$ cat src/rtl/serial_magnitude_comparator.sv
// Serial magnitude comparator.
// Compares two WIDTH-bit operands 2 bits per cycle, starting at the MSB slice.
// It stops at the first slice that differs.
// Results are reported with a start/busy/done handshake and equal/greater/less flags.
// Optional macro SIGNED_COMPARE_EN: the operands are treated as two's complement.
// The MSB of each latched operand is inverted, which maps signed order onto unsigned order.
module serial_magnitude_comparator #(
  parameter int unsigned WIDTH = 16,
  parameter int unsigned IDX_W = 4
) (
  input  logic             clk,
  input  logic             reset,
  input  logic             start,
  input  logic [WIDTH-1:0] a,
  input  logic [WIDTH-1:0] b,
  output logic             busy,
  output logic             done,
  output logic             equal,
  output logic             a_greater,
  output logic             a_less
);

  localparam int unsigned N = WIDTH / 2;
  localparam logic [IDX_W-1:0] LastIdx = IDX_W'(N - 1);

  typedef enum logic {StIdle, StCompare} state_e;

  state_e           state_q, state_d;
  logic [WIDTH-1:0] a_q, b_q;
  logic [WIDTH-1:0] a_eff, b_eff;
  logic [IDX_W-1:0] idx_q;
  logic             done_q, equal_q, greater_q, less_q;
  logic [1:0]       slice_a, slice_b;
  logic             slice_gt, slice_lt, last_slice, decided;

`ifdef SIGNED_COMPARE_EN
  // Flipping the sign bit turns two's-complement order into unsigned order
  localparam logic [WIDTH-1:0] SignMask = {1'b1, {(WIDTH-1){1'b0}}};
  assign a_eff = a_q ^ SignMask;
  assign b_eff = b_q ^ SignMask;
`else
  assign a_eff = a_q;
  assign b_eff = b_q;
`endif

  // Select the 2-bit slice addressed by idx and compare it
  always_comb begin
    slice_a = 2'b00;
    slice_b = 2'b00;
    for (int i = 0; i < int'(N); i++) begin
      if (idx_q == IDX_W'(i)) begin
        slice_a = a_eff[2*i +: 2];
        slice_b = b_eff[2*i +: 2];
      end
    end
    slice_gt   = slice_a > slice_b;
    slice_lt   = slice_a < slice_b;
    last_slice = idx_q == '0;
    decided    = slice_gt || slice_lt || last_slice;
  end

  // State register
  always_ff @(posedge clk or posedge reset) begin
    if (reset) begin
      state_q <= StIdle;
    end else begin
      state_q <= state_d;
    end
  end

  // Next-state logic
  always_comb begin
    state_d = state_q;
    unique case (state_q)
      StIdle:    if (start) state_d = StCompare;
      StCompare: if (decided) state_d = StIdle;
      default:   state_d = StIdle;
    endcase
  end

  // Operand capture, slice index and result flags
  always_ff @(posedge clk or posedge reset) begin
    if (reset) begin
      a_q       <= '0;
      b_q       <= '0;
      idx_q     <= '0;
      done_q    <= 1'b0;
      equal_q   <= 1'b0;
      greater_q <= 1'b0;
      less_q    <= 1'b0;
    end else begin
      done_q <= 1'b0;
      unique case (state_q)
        StIdle: begin
          if (start) begin
            a_q       <= a;
            b_q       <= b;
            idx_q     <= LastIdx;
            equal_q   <= 1'b0;
            greater_q <= 1'b0;
            less_q    <= 1'b0;
          end
        end
        StCompare: begin
          if (slice_gt) begin
            greater_q <= 1'b1;
            done_q    <= 1'b1;
          end else if (slice_lt) begin
            less_q <= 1'b1;
            done_q <= 1'b1;
          end else if (last_slice) begin
            equal_q <= 1'b1;
            done_q  <= 1'b1;
          end else begin
            idx_q <= idx_q - 1'b1;
          end
        end
        default: ;
      endcase
    end
  end

  // Outputs
  always_comb begin
    busy      = state_q == StCompare;
    done      = done_q;
    equal     = equal_q;
    a_greater = greater_q;
    a_less    = less_q;
  end

endmodule

$ cat config.mk
export PLATFORM = sky130hd
export DESIGN_NAME = serial_magnitude_comparator
export DESIGN_NICKNAME = d
export VERILOG_FILES = /design/src/rtl/serial_magnitude_comparator.sv
export SDC_FILE = /design/constraint.sdc
export NUM_CORES = 1
export LEC_CHECK = 0
export BUFFER_PORTS_ARGS = -buffer_cell sky130_fd_sc_hd__buf_2
export CORE_ASPECT_RATIO = 0.8
export CORE_MARGIN = 2
export CORE_UTILIZATION = 40
export CTS_CLUSTER_DIAMETER = 40
export DETAILED_ROUTE_END_ITERATION = 10
export PLACE_DENSITY_LB_ADDON = 0.25
export SLEW_MARGIN = 40
export SYNTH_ARGS = -nofsm -noshare
export SYNTH_HDL_FRONTEND = slang
export SYNTH_SLANG_ARGS = --single-unit
$ cat constraint.sdc
create_clock -name clk -period 3.7 [get_ports clk]
set_clock_uncertainty 0.1 [all_clocks]
set_input_delay 0.925 -clock clk [delete_from_list [all_inputs] [get_ports clk]]
set_output_delay 0.925 -clock clk [all_outputs]
set_load 0.01 [all_outputs]
# Yosys cells after proc, flatten, opt, wreduce, memory -nomap -nowiden
# Cells that the tools add are included.
totals:
  regBits: 41
  input_bits: 35
  out_inout_bits: 5
  elab_cells: 72
op_classes:
  addsub: 1
  order_cmp: 2
  eq_ne: 14
  mux: 38
  bitwise_logic: 1
  reduce_logical: 8
ops:
  columns: ["operator", "count"]
  rows:
  - ["2-bit two-way mux", 16]
  - ["4-bit by 3-bit == test with 1-bit output (second input constant)", 4]
  - ["4-bit two-way mux", 4]
  - ["1-bit two-way mux", 13]
  - ["4-bit by 2-bit == test with 1-bit output (second input constant)", 2]
  - ["2-bit inequality test (second input constant)", 4]
  - ["1-bit one-hot mux with 2 select lines", 4]
  - ["4-bit one-hot mux with 2 select lines", 1]
  - ["4-bit AND reduction", 2]
  - ["2-bit by 1-bit inequality test with 1-bit output (second input constant)", 3]
  - ["4-bit by 1-bit == test with 1-bit output (second input constant)", 1]
  - ["4-bit logical NOT", 1]
  - ["2-bit AND reduction", 2]
  - ["4-bit by 1-bit subtractor with 4-bit output (second input constant)", 1]
  - ["3-bit AND reduction", 1]
  - ["2-bit > comparator", 1]
  - ["1-bit logical OR", 2]
  - ["2-bit < comparator", 1]
  - ["1-bit NOT", 1]

# Longest topological paths before layout
depth:
  word_depth: 14
  ltp_mapped: 12
  depth_no_buf: 11

# Least setup slack after synthesis
# No wires, ideal clock.
synth_path:
  path_type: "flip-flop to flip-flop"
  from: "register idx_q[0]"
  to: "register idx_q[1]"
  setup_ns: 0.087
  arrival_ns: 2.600
  required_ns: 3.513
  setup_slack_ns: 0.913
  stages_incl_launch_ff: 12
  n_path_buf: 0
  synth_period_minus_slack_ns: 2.787
  cell_sequence: "dfrtp_1 > inv_1 > ha_1 > nor2b_1 > a221o_1 > a31oi_1 > o22ai_1 > ha_1 > nand2_1 > a211oi_4 > mux2_2 > a22oi_1"
synth_via:
  elab_chain_cells: 12
  elab_cells_between_ends: 35
  cone_classes: "1 x add/sub; 2 x order compare; 10 x eq/ne; 20 x mux; 2 x reduce/logical"
synth_rtl:
  columns: ["item", "line", "source"]
  rows:
  - ["from (decl)", "31", "logic [IDX_W-1:0] idx_q;"]
  - ["from (signal assigned)", "98", "idx_q <= LastIdx;"]
  - ["from (signal assigned)", "115", "idx_q <= idx_q - 1'b1;"]
  - ["4-bit logical NOT", "51, 58", null]
  - ["2-bit two-way mux (8 in series)", "51", "if (idx_q == IDX_W'(i)) begin"]
  - ["2-bit < comparator or 2-bit > comparator (tied branches)", "57, 56", null]
  - ["2-bit inequality test (no source line)", null, null]
  - ["4-bit AND reduction (no source line)", null, null]
# Parallel ways exist; a longest one is shown, timed or not. The select of a mux whose other input is x is not followed.
# A chain may end at the register's enable or synchronous reset.

# Worst setup path in the final report
layout_path:
  from: "register idx_q[1]"
  to: "register idx_q[2]"
# Same word-level chain as after synthesis.

==> metrics <==
htree depth 2; Setup violations, final 0; Syn Area/Cell 11.5 sq um; crit-path cells inv_1, ha_1, nor2b_1, a221o_1, a31oi_1, o22ai_1, ha_1, nand2_1, nor3b_1, nand2_1, a211o_2; layout cells sized above 1 ~41%; GR met3 Demand/Resource about 4%; core area 4980 sq um; syn_nets 220; Layout area overhead 16.1%; Slew headroom 65.2%; reg-to-reg startpoint idx_q[1]$_DFFE_PP0P_; 1st-iter DRT viols 135; GRT busiest layer met2; Avg WL per Cell 15.2 um; Setup crit start idx_q[1]$_DFFE_PP0P_; cell count after placement between 200 and 300; f_max 314 MHz; Largest stage delay, worst path 0.43 ns; dominant cell type by area after synthesis dfrtp_1; Yosys top cell area share between 40% and 50%; GR Layer Usage met1 23.6%; maximum number of pins on one net before global-route repair 42; clk buf depth 2; Total Routing Usage GR 16.5%; PortBufs 39; FILL cells 486; routed vias 1504; Hold Buf Count CTS 0; Final period util approximately 86%; yosys warns 0; initial antenna violation count 0; first-pass GRT wire length 7230 um; synthesis-stage register bit count slightly above 40; RSZ-0062 raised after global routing false; P_leak 1.08 nW; WL final 4310 um; Final TNS setup 0 ns; root buf cell clkbuf_8; vias per cell 5.31; maximum vdd ir drop 0.317 mV; ys flop type dfrtp_1; Worst R2R End idx_q[2]$_DFFE_PP0P_; Post-Synthesis Cell Area 2060 sq um; Crit Path Class reg -> reg; nets@finish roughly 260; Synth Instances 179; Post-CTS Resized 0; Initial Utilization 41.3%; DP HPWL 3080 um; critical path arrival approximately 3.3 ns; endpoint class of the critical path register; final cell count without fillers roughly 280; Slew Limit Fails 0; r2r worst-path depth 11; PD cells roughly 800 nW/um^2; Cell variety after synth 36; clock tree from TritonCTS yes; total gr overflow 0; Setup crit end idx_q[2]$_DFFE_PP0P_; Worst path slowest cell dfrtp_1; Worst Path Required between 3 and 4 ns; Least-Margin Pin Slew 0.521 ns; drt first pass iters 5; worst-path maximum fanout 10; clk_lat worst skew slightly below 0.3 ns; routability cong. between 0.8 and 0.9; total CTS buffers 5; antenna diode count 0; Synth async-reset ratio 100%; largest cells by area after synthesis dfrtp_1 (50%), mux2_2 (18%), a21oi_1 (4.6%); num ports 40; crit start category register; DIE WIDTH between 80 and 90 um; Max Cap Viol 0; Final Hold Vio Count 0; reg2reg setup slack about 0.52 ns; status complete, no violations; number of global-route vias before repair 1476; fin crit period 3.18 ns; Rows 23; die height 68.1 um; register area share after synthesis 49.9%; CTS Sinks 41; Reg clk slew, reported paths 0.08 ns; post-CTS setup buffers 0; Antenna Violating Nets Remaining 0; DIE AREA between 5000 and 6000 sq um; Post-synth EDFFs 0; met2 GRT Util between 20% and 30%; class of the most critical hold timing path reg -> reg; DRC 0
## worst min path at each step
stage	from	to	cells past startpoint
5_1_grt	b_eff[12]$_DFFE_PP0P_	b_eff[12]$_DFFE_PP0P_	1
3_3_place_gp	a_eff[9]$_DFFE_PP0P_	a_eff[9]$_DFFE_PP0P_	1
2_1_floorplan	a_eff[14]$_DFFE_PP0P_	a_eff[14]$_DFFE_PP0P_	1
4_1_cts	a_eff[15]$_DFFE_PP0P_	a_eff[15]$_DFFE_PP0P_	1
6_report	a_eff[15]$_DFFE_PP0P_	a_eff[15]$_DFFE_PP0P_	1
3_5_place_dp	b_eff[11]$_DFFE_PP0P_	b_eff[11]$_DFFE_PP0P_	1
## through the flow
stage | util (%) | cell area [sq um] | setup WS, ns | hold slack, ns | power (mW)
6_report | 48.0 | 2390 | 0.520 | 0.416 | 1.89
5_1_grt | 48.0 | 2390 | 0.256 | 0.431 | 2.06
4_1_cts | 48.0 | 2390 | 0.530 | 0.419 | 1.91
3_5_place_dp | 46.3 | 2310 | 0.567 | 0.398 | 1.62
3_3_place_gp | 46.3 | 2310 | 0.631 | 0.393 | 1.60
2_1_floorplan | - | 2060 | 0.913 | 0.374 | 1.42
## state kept, by name, summed over array words and instances, names as in the netlist
register / count
done: 1
busy: 1
a_greater: 1
idx_q: 4
a_eff: 16
b_eff: 16
equal: 1
a_less: 1
## cell families after synthesis
kind of cell | Yosys count | synth area share, %
AO/OA/AOI/OAI | 49 | 15.4
multiplexers | 32 | 17.5
flip-flops | 41 | 49.9
adder cells (fa/ha/maj) | 6 | 3.65
XOR/XNOR | 1 | 0.426
buffers and inverters | 17 | 3.71
AND/OR/NAND/NOR | 33 | 9.43
## synthesized netlist by cell type, types with 3 or more instances
library cell / n
mux2_2: 32
inv_1: 10
o21ai_0: 9
clkbuf_1: 3
ha_1: 6
nor2b_1: 3
buf_4: 3
a31oi_1: 5
o221ai_1: 3
a22oi_1: 3
a21oi_1: 19
nand2_1: 9
nor2_1: 3
dfrtp_1: 41
## layout make-up
class	instances	area, sq um	area share [%]
Inverter	10	37.5	1.57
Timing Repair Buffer	41	210	8.80
Multi-Input combinational cell	121	955	40.0
Clock inverter	2	10.0	0.419
Clock buffer	6	72.6	3.04
Sequential cell	41	1030	43.0
Tap cell	62	77.6	3.25
## layer usage
metal	vias to the layer above	part of all wire [%]
met5	-	0
met4	0	1.7
met3	6	5.8
met2	44	43
met1	724	49
li1	730	-
## worst max-delay path, delay by kind of cell (launching register included)
family | cells | cell delay, ns
fa+ha+maj | 2 | 0.71
buf+inv | 1 | 0.14
flops | 1 | 0.43
simple gates | 4 | 0.76
compound gates | 4 | 0.94
## power by group
group | switching, mW | internal (mW) | total, mW
combinational | 0.399 | 0.412 | 0.810
clock | 0.149 | 0.131 | 0.280
sequential | 0.147 | 0.655 | 0.802
total | 0.695 | 1.20 | 1.89
## cell usage in the layout (no fill, tap or decap), drive strengths merged, types with 3 or more instances in the layout
cell / n
clkbuf: 6
a21oi: 19
dfrtp: 41
nor2: 5
a31oi: 5
ha: 6
buf: 41
inv: 10
a211o: 3
o221ai: 3
o21ai: 9
nand2: 9
mux2: 32
a22oi: 3
nor2b: 4
Power figures use the tool's default switching activity.
